==> config.mk <==
export PLATFORM = sky130hd
export DESIGN_NAME = arinc429_rx_fifo
export DESIGN_NICKNAME = d
export VERILOG_FILES = /design/src/rtl/arinc429_rx_fifo.sv
export SDC_FILE = /design/constraint.sdc
export NUM_CORES = 1
export LEC_CHECK = 0
export CAP_MARGIN = 20
export CORE_MARGIN = 5
export CORE_UTILIZATION = 59
export DETAILED_ROUTE_END_ITERATION = 16
export PLACE_DENSITY = 0.75
export RECOVER_POWER = 50
export REMOVE_ABC_BUFFERS = 1
export SLEW_MARGIN = 20
export SYNTH_ARGS = -nofsm -noshare
export SYNTH_HDL_FRONTEND = slang
export SYNTH_SLANG_ARGS = --single-unit
==> constraint.sdc <==
create_clock -name digi_clk -period 10.5 [get_ports digi_clk]
set_input_delay 1.575 -clock digi_clk [delete_from_list [all_inputs] [get_ports digi_clk]]
set_output_delay 1.575 -clock digi_clk [all_outputs]
set_load 0.005 [all_outputs]
==> src/rtl/arinc429_rx_fifo.sv <==
// ---------------------------------------------------------------------------
// arinc429_rx_fifo
// ARINC 429 receive channel. Oversamples the A/B line pair on digi_clk,
// decodes RZ bipolar bits, frames 32-bit words on inter-word NULL gaps and
// buffers good words in a show-ahead FIFO.
//
// Optional feature macro: ARINC_PARITY_CHECK_EN
//   defined   : words with even parity are rejected (err_code 3)
//   undefined : every framed 32-bit word is stored as received
//
// Ports:
//   digi_clk  in   sampling clock
//   d_rst     in   asynchronous active-high reset
//   line_a    in   ARINC line A (asynchronous)
//   line_b    in   ARINC line B (asynchronous)
//   rd_en     in   pop FIFO head
//   rd_data   out  FIFO head word, bit 0 = first bit received
//   empty     out  FIFO empty
//   full      out  FIFO full
//   fill      out  words held
//   overflow  out  sticky: good word dropped on full FIFO
//   rx_err    out  one-cycle error strobe
//   err_code  out  1 = framing, 2 = line fault, 3 = parity
// ---------------------------------------------------------------------------
module arinc429_rx_fifo #(
  parameter int unsigned CLK_PER_BIT = 8,
  parameter int unsigned MIN_PULSE   = 2,
  parameter int unsigned GAP_SAMPLES = 24,
  parameter int unsigned FIFO_DEPTH  = 16
) (
  input  logic                          digi_clk,
  input  logic                          d_rst,
  input  logic                          line_a,
  input  logic                          line_b,
  input  logic                          rd_en,
  output logic [31:0]                   rd_data,
  output logic                          empty,
  output logic                          full,
  output logic [$clog2(FIFO_DEPTH):0]   fill,
  output logic                          overflow,
  output logic                          rx_err,
  output logic [1:0]                    err_code
);

  // Run counters must hold the gap length; a bit run never exceeds a bit period.
  localparam int unsigned CNT_MAX = (GAP_SAMPLES > CLK_PER_BIT) ? GAP_SAMPLES : CLK_PER_BIT;
  localparam int unsigned CW      = $clog2(CNT_MAX + 1);
  localparam int unsigned AW      = $clog2(FIFO_DEPTH);
  localparam int unsigned FW      = AW + 1;

  localparam logic [1:0] ERR_FRAME = 2'd1;
  localparam logic [1:0] ERR_LINE  = 2'd2;
`ifdef ARINC_PARITY_CHECK_EN
  localparam logic [1:0] ERR_PARITY = 2'd3;
`endif

  typedef enum logic [2:0] {
    ST_SYNC,
    ST_IDLE,
    ST_BIT,
    ST_NULLW,
    ST_CHECK
  } state_t;

  // Two-flop synchronisers for the asynchronous line pair
  logic a_s1, a_s2, b_s1, b_s2;

  always_ff @(posedge digi_clk or posedge d_rst) begin
    if (d_rst) begin
      a_s1 <= 1'b0;
      a_s2 <= 1'b0;
      b_s1 <= 1'b0;
      b_s2 <= 1'b0;
    end else begin
      a_s1 <= line_a;
      a_s2 <= a_s1;
      b_s1 <= line_b;
      b_s2 <= b_s1;
    end
  end

  // Sample classification
  logic smp_hi, smp_lo, smp_null, smp_fault, smp_level;

  always_comb begin
    smp_hi    = a_s2 & ~b_s2;
    smp_lo    = ~a_s2 & b_s2;
    smp_null  = ~a_s2 & ~b_s2;
    smp_fault = a_s2 & b_s2;
    smp_level = smp_hi | smp_lo;
  end

  state_t          state;
  logic [CW-1:0]   pulse_cnt;
  logic [CW-1:0]   null_cnt;
  logic [5:0]      bit_cnt;
  logic            bit_val;
  logic [31:0]     shift_buf;
  logic            word_good;
  logic            wr_en;
  logic            rd_fire;

`ifdef ARINC_PARITY_CHECK_EN
  assign word_good = ^shift_buf;
`else
  assign word_good = 1'b1;
`endif

  // A full FIFO still accepts a word when the head is popped in the same cycle
  assign wr_en   = (state == ST_CHECK) && word_good && (!full || rd_en);
  assign rd_fire = rd_en && !empty;

  // Receive state machine: bit decode, word framing, error reporting
  always_ff @(posedge digi_clk or posedge d_rst) begin
    if (d_rst) begin
      state     <= ST_SYNC;
      pulse_cnt <= '0;
      null_cnt  <= '0;
      bit_cnt   <= '0;
      bit_val   <= 1'b0;
      shift_buf <= '0;
      overflow  <= 1'b0;
      rx_err    <= 1'b0;
      err_code  <= 2'd0;
    end else begin
      rx_err   <= 1'b0;
      err_code <= 2'd0;
      case (state)
        ST_SYNC: begin
          bit_cnt   <= '0;
          pulse_cnt <= '0;
          if (smp_null) begin
            if (null_cnt == CW'(GAP_SAMPLES - 1)) begin
              state    <= ST_IDLE;
              null_cnt <= '0;
            end else begin
              null_cnt <= null_cnt + CW'(1);
            end
          end else begin
            null_cnt <= '0;
          end
        end

        ST_IDLE: begin
          bit_cnt  <= '0;
          null_cnt <= '0;
          if (smp_fault) begin
            state    <= ST_SYNC;
            rx_err   <= 1'b1;
            err_code <= ERR_LINE;
          end else if (smp_level) begin
            state     <= ST_BIT;
            pulse_cnt <= CW'(1);
            bit_val   <= smp_hi;
          end
        end

        ST_BIT: begin
          if (smp_fault || (smp_level && (smp_hi != bit_val))) begin
            state    <= ST_SYNC;
            null_cnt <= '0;
            rx_err   <= 1'b1;
            err_code <= ERR_LINE;
          end else if (smp_level) begin
            if (pulse_cnt != CW'(CNT_MAX))
              pulse_cnt <= pulse_cnt + CW'(1);
          end else if (pulse_cnt >= CW'(MIN_PULSE)) begin
            shift_buf <= {bit_val, shift_buf[31:1]};
            bit_cnt   <= bit_cnt + 6'd1;
            state     <= ST_NULLW;
            null_cnt  <= CW'(1);
          end else begin
            // Runt pulse
            state    <= ST_SYNC;
            null_cnt <= '0;
            rx_err   <= 1'b1;
            err_code <= ERR_LINE;
          end
        end

        ST_NULLW: begin
          if (null_cnt == CW'(GAP_SAMPLES)) begin
            if (bit_cnt == 6'd32) begin
              state <= ST_CHECK;
            end else begin
              state    <= ST_IDLE;
              rx_err   <= 1'b1;
              err_code <= ERR_FRAME;
            end
          end else if (smp_fault) begin
            state    <= ST_SYNC;
            null_cnt <= '0;
            rx_err   <= 1'b1;
            err_code <= ERR_LINE;
          end else if (smp_level) begin
            if (bit_cnt == 6'd32) begin
              // 33rd bit: word boundary lost, resynchronise
              state    <= ST_SYNC;
              null_cnt <= '0;
              rx_err   <= 1'b1;
              err_code <= ERR_FRAME;
            end else begin
              state     <= ST_BIT;
              pulse_cnt <= CW'(1);
              bit_val   <= smp_hi;
            end
          end else if (null_cnt != CW'(CNT_MAX)) begin
            null_cnt <= null_cnt + CW'(1);
          end
        end

        ST_CHECK: begin
          state    <= ST_IDLE;
          bit_cnt  <= '0;
          null_cnt <= '0;
`ifdef ARINC_PARITY_CHECK_EN
          if (!word_good) begin
            rx_err   <= 1'b1;
            err_code <= ERR_PARITY;
          end
`endif
          if (word_good && full && !rd_en)
            overflow <= 1'b1;
        end

        default: begin
          state    <= ST_SYNC;
          null_cnt <= '0;
        end
      endcase
    end
  end

  // FIFO storage and show-ahead head register
  logic [31:0]   mem [FIFO_DEPTH];
  logic [AW-1:0] wr_ptr, rd_ptr, rd_ptr_nxt;
  logic [FW-1:0] fill_nxt;
  logic [31:0]   head_nxt;

  always_comb begin
    rd_ptr_nxt = rd_fire ? (rd_ptr + AW'(1)) : rd_ptr;
    fill_nxt   = fill + FW'(wr_en) - FW'(rd_fire);
    // The new head is the incoming word only when it lands in the head slot
    if (wr_en && (rd_ptr_nxt == wr_ptr))
      head_nxt = shift_buf;
    else
      head_nxt = mem[rd_ptr_nxt];
  end

  always_ff @(posedge digi_clk) begin
    if (wr_en)
      mem[wr_ptr] <= shift_buf;
  end

  always_ff @(posedge digi_clk or posedge d_rst) begin
    if (d_rst) begin
      wr_ptr  <= '0;
      rd_ptr  <= '0;
      fill    <= '0;
      empty   <= 1'b1;
      full    <= 1'b0;
      rd_data <= '0;
    end else begin
      if (wr_en)
        wr_ptr <= wr_ptr + AW'(1);
      rd_ptr <= rd_ptr_nxt;
      fill   <= fill_nxt;
      empty  <= (fill_nxt == '0);
      full   <= (fill_nxt == FW'(FIFO_DEPTH));
      if (fill_nxt != '0)
        rd_data <= head_nxt;
    end
  end

endmodule

-- Yosys cells after proc, flatten, opt, wreduce, memory -nomap -nowiden
Memory sizes are Yosys's and may differ from the RTL's. A register that Yosys moved wholly into a read port is not among the register bits.
Cells that the tools add are included.
Widths: inputs -> output; s select.
- flip-flop bits (word level): 75
- latch bits: 0
- bits in writable memories: 512
- memory bits (read-only): 0
- input port bits: 5
- output and inout port bits: 43
- logic and storage cells: 156
- memories: 1
- memories (memory ; depth ; width ; read ports ; clocked after Yosys merged registers in ; wr ports ; line ; source):
    mem ; 16 ; 32 ; 1 ; 1 ; 1 ; 235 ; logic [31:0] mem [FIFO_DEPTH];
- add/sub/neg operators: 7
- $mul: 0
- divide/modulo/power cells: 0
- order comparisons: 1
- equal/unequal tests: 29
- shift-type cells: 0
- muxes and demuxes: 68
- bitwise logic cells: 9
- reductions and logical operators: 23
- operator list (cell ; count):
    $mux 5 ; 18
    $mux 3 ; 10
    $ne 2x2->1 const B ; 13
    $mux 1 ; 21
    $pmux 5 s4 ; 1
    $mux 6 ; 3
    $mux 2 ; 8
    $eq 5x5->1 const B ; 3
    $pmux 3 s5 ; 1
    $pmux 5 s3 ; 1
    $ne 4x4->1 const B ; 3
    $pmux 6 s2 ; 1
    $reduce_and 4->1 ; 3
    $add 5x1->5 const B ; 2
    $ne 5x5->1 const B ; 2
    $reduce_and 10->1 ; 1
    $add 4x1->4 const B ; 2
    $reduce_and 7->1 ; 1
    $add 6x1->6 const B ; 1
    $eq 3x2->1 const B ; 2
    $eq 6x6->1 const B ; 1
    $ne 3x3->1 const B ; 2
    $pmux 2 s3 ; 1
    $add 5x1->5 ; 1
    22 further kinds ; 35

-- Depth between registers and ports, before layout
- depth in word-level cells: 7
- gate-level depth with buffers: 17
- gate-level depth less buffers: 13

-- Worst setup path before layout
Ideal clock, no wire load.
- kind: input to register
- from: in rd_en
- to: mem mem[3][0] (enable)
- library setup time: 0.461 ns
- data arrival time: 4.335 ns
- required time: 10.039 ns
- path slack: 5.704 ns
- stages on the path: 5
- buffers on the path: 1
- path through: nand2b_1 > and3_1 > buf_2 > nand2_1 > nor3_1
- longest elaborated chain between the ends: 4
- RTL lines (item ; line ; source):
    start: declaration ; 35 ; input logic rd_en,
    $logic_or 1x1->1 ; 110 ; assign wr_en = (state == ST_CHECK) && word_good && (!full || rd_en);
    $logic_and 1x1->1 ; 110 ;
    $mux 1 ; 251 ; if (wr_en)
    $mux 1 (not written as such) ; 252 ; mem[wr_ptr] <= shift_buf;
    end: declaration ; 235 ;
No other way between the ends.

==> out/results.txt <==
outcome: complete, but fails checks
failing checks: capacitance limit, slew limit
commonest cells after routing, fill and taps aside: edfxtp_1, mux4_2, dfrtp_1
most common cell after layout, fill and taps aside: edfxtp_1
CTS buffer count: 58
CTS Hold Buffers Added: 0
Worst-Skew Late Latency: 600 ps
setup_tns: 0 ps
Pwr Total: 6.65 mW
Vias: 12,100
WL final: 51,400 um
CP Data Arrival Time: 6210 ps
proportion of layout cells with a drive suffix above 1: 0.234
register area share after synthesis: 0.753
DR WL/cell: 27.9 um
first-pass detailed-route iteration total: 5
achievable frequency: 160 MHz
Final Critical Period: 6240 ps
die span in y: 212 um
Routed Antenna Nets: 0
placed cells: 1,729
Primary FF master, synth: edfxtp_1
clock slew at reported path FFs: 60 ps
CTS root buf: clkbuf_16
Post-CTS Setup Inserts: 0
clk sinks: 619
vias per cell: 6.61
crit path max fanout: 57
GRT Overall Usage: 0.236
synthesized flop and latch total: 619
CTS H-tree depth: 2
# DRC: 0
initial antenna violation count: 0
clk_skew: 13.0 ps
max-cap viol count: 5
vias in the first global route: 12,700
count of final hold-check violations: 0
Nets: 1,292
clock buffer depth: 3
Final setup viols: 0
Cell Rows: 73
Leakage: 10.5 nW
Layout Cells excl Fill: 1,839
Die ar.: 44,700 um^2
area grow syn2layout: 13.0%
Critical Path RT: 10,470 ps
CP Capture Type: asynchronous set/reset pin
synth unique cells: 56
period utilization: 0.594
dpl hpwl: 26,000 um
synth warn: 0
number of diodes: 0
crit path launch type: primary input
Die X: 212 um
Initial Utilization: 0.600
total grt overflow: 0
largest net degree at the start of global routing: 67
kind of critical path: in -> async
Power Density: 246 nW/um^2
Port Buffer Count: 47
Final Max Tran Viols: 195
CTS tree: yes
Top Ports: 48
hold crit path type: reg -> reg
Mapped Cells: 1,190
final hold slack: 360 ps
VDD IR max: 0.214 mV
Cell Area, Synth: 24,000 um^2
drt initial violations: 1,378
Avg Cell Area, Syn: 20.1 um^2
CTS resizes: 0
RD Place Congestion: 0.762
Post-synth EDFFs: 512
Core Area: 39,900 um^2
Worst Tran Pin Value: 3260 ps
first-pass GRT wire length: 78,900 um
unrepaired setup endpoints after global routing: false
Async SR Flop Fraction: 0.173
Relative slew margins: -1.17
## stage by stage
| step | util | setup WS, ps | instance area [um^2] |
|---|---|---|---|
| finish | 0.678 | 4260 | 27100 |
| detailed placement | 0.631 | 4330 | 25200 |
| floorplan | - | -4410 | 23700 |
| CTS | 0.678 | 4910 | 27100 |
| global placement | 0.631 | 4450 | 25200 |
| global route | 0.678 | 3190 | 27100 |
## registers in the layout, summed over array words and instances, names as in the netlist, 2 cells and up
signal / flops
pulse_cnt: 5
wr_ptr: 4
state: 3
rd_data: 32
shift_buf: 32
null_cnt: 5
err_code: 2
fill: 5
rd_ptr: 4
mem: 512
bit_cnt: 6
## cell usage after synthesis (15+ instances only)
cell	n	area, um^2
mux4_2	128	2880
nor4_1	32	200
inv_1	23	86.3
edfxtp_1	512	15400
o21ai_0	15	75.1
ha_1	21	263
mux2_2	34	383
buf_2	20	100
o22ai_1	65	407
dfrtp_1	106	2650
nand2_1	22	82.6
clkbuf_1	32	120
nor2_1	24	90.1
a221o_1	32	320
## worst max-delay path, cell delays in order
cell	delay, ps
dlygate4sd3_1	560
clkinvlp_2	1590
clkbuf_1	2410
## routing by layer
layer  up-vias  wire, um  share of wire  GRT usage
met1      6359     19800           0.38      0.334
li1       5102         -              -          -
met5         -         0              0          0
met3        75      4340          0.084     0.0375
met2       612     26100           0.51      0.392
met4         0      1180          0.023     0.0671
## worst paths after layout
path                            startpoint  slack, ps  cells after the start                         to
setup reg to reg           empty$_DFF_PP1_       5540                      9     rd_data[0]$_DFFE_PP0P_
hold reg to reg             b_s1$_DFF_PP0_        360                      0             b_s2$_DFF_PP0_
setup / recovery                     d_rst       4260                      3     rd_data[5]$_DFFE_PP0P_
max in group digi_clk                rd_en       4550                     10     rd_data[0]$_DFFE_PP0P_
min in group asynchronous            d_rst       2250                      2  shift_buf[19]$_DFFE_PP0P_
hold / removal              b_s1$_DFF_PP0_        360                      0             b_s2$_DFF_PP0_
## cell type report
type | count | area (um^2)
clock buffers | 84 | 1670
clock inverters | 25 | 206
fillers | 2451 | 12800
inverters | 24 | 91.3
multi-input cells | 485 | 5680
flip-flops and latches | 619 | 18100
well taps | 525 | 657
repair buffers | 77 | 708
## power by group
part	total [mW]	switching, mW	internal [mW]
clock network	2.05	0.869	1.18
registers	2.80	0.0755	2.72
logic	1.80	1.00	0.801
total	6.65	1.95	4.70
## cells by family (layout without fill, tap and decap cells)
logic type / Yosys count / count (layout) / share of synthesized area
xor gates and xnor gates: 18 / 18 / 0.00715
adders and majority gates: 22 / 22 / 0.0118
AOI/OAI and AO/OA: 147 / 147 / 0.0444
buffers and inverters: 86 / 210 / 0.0156
DFF: 619 / 619 / 0.753
muxes: 163 / 163 / 0.137
and+or+nand+nor: 135 / 135 / 0.0310
(Power assumes the default switching activity.)
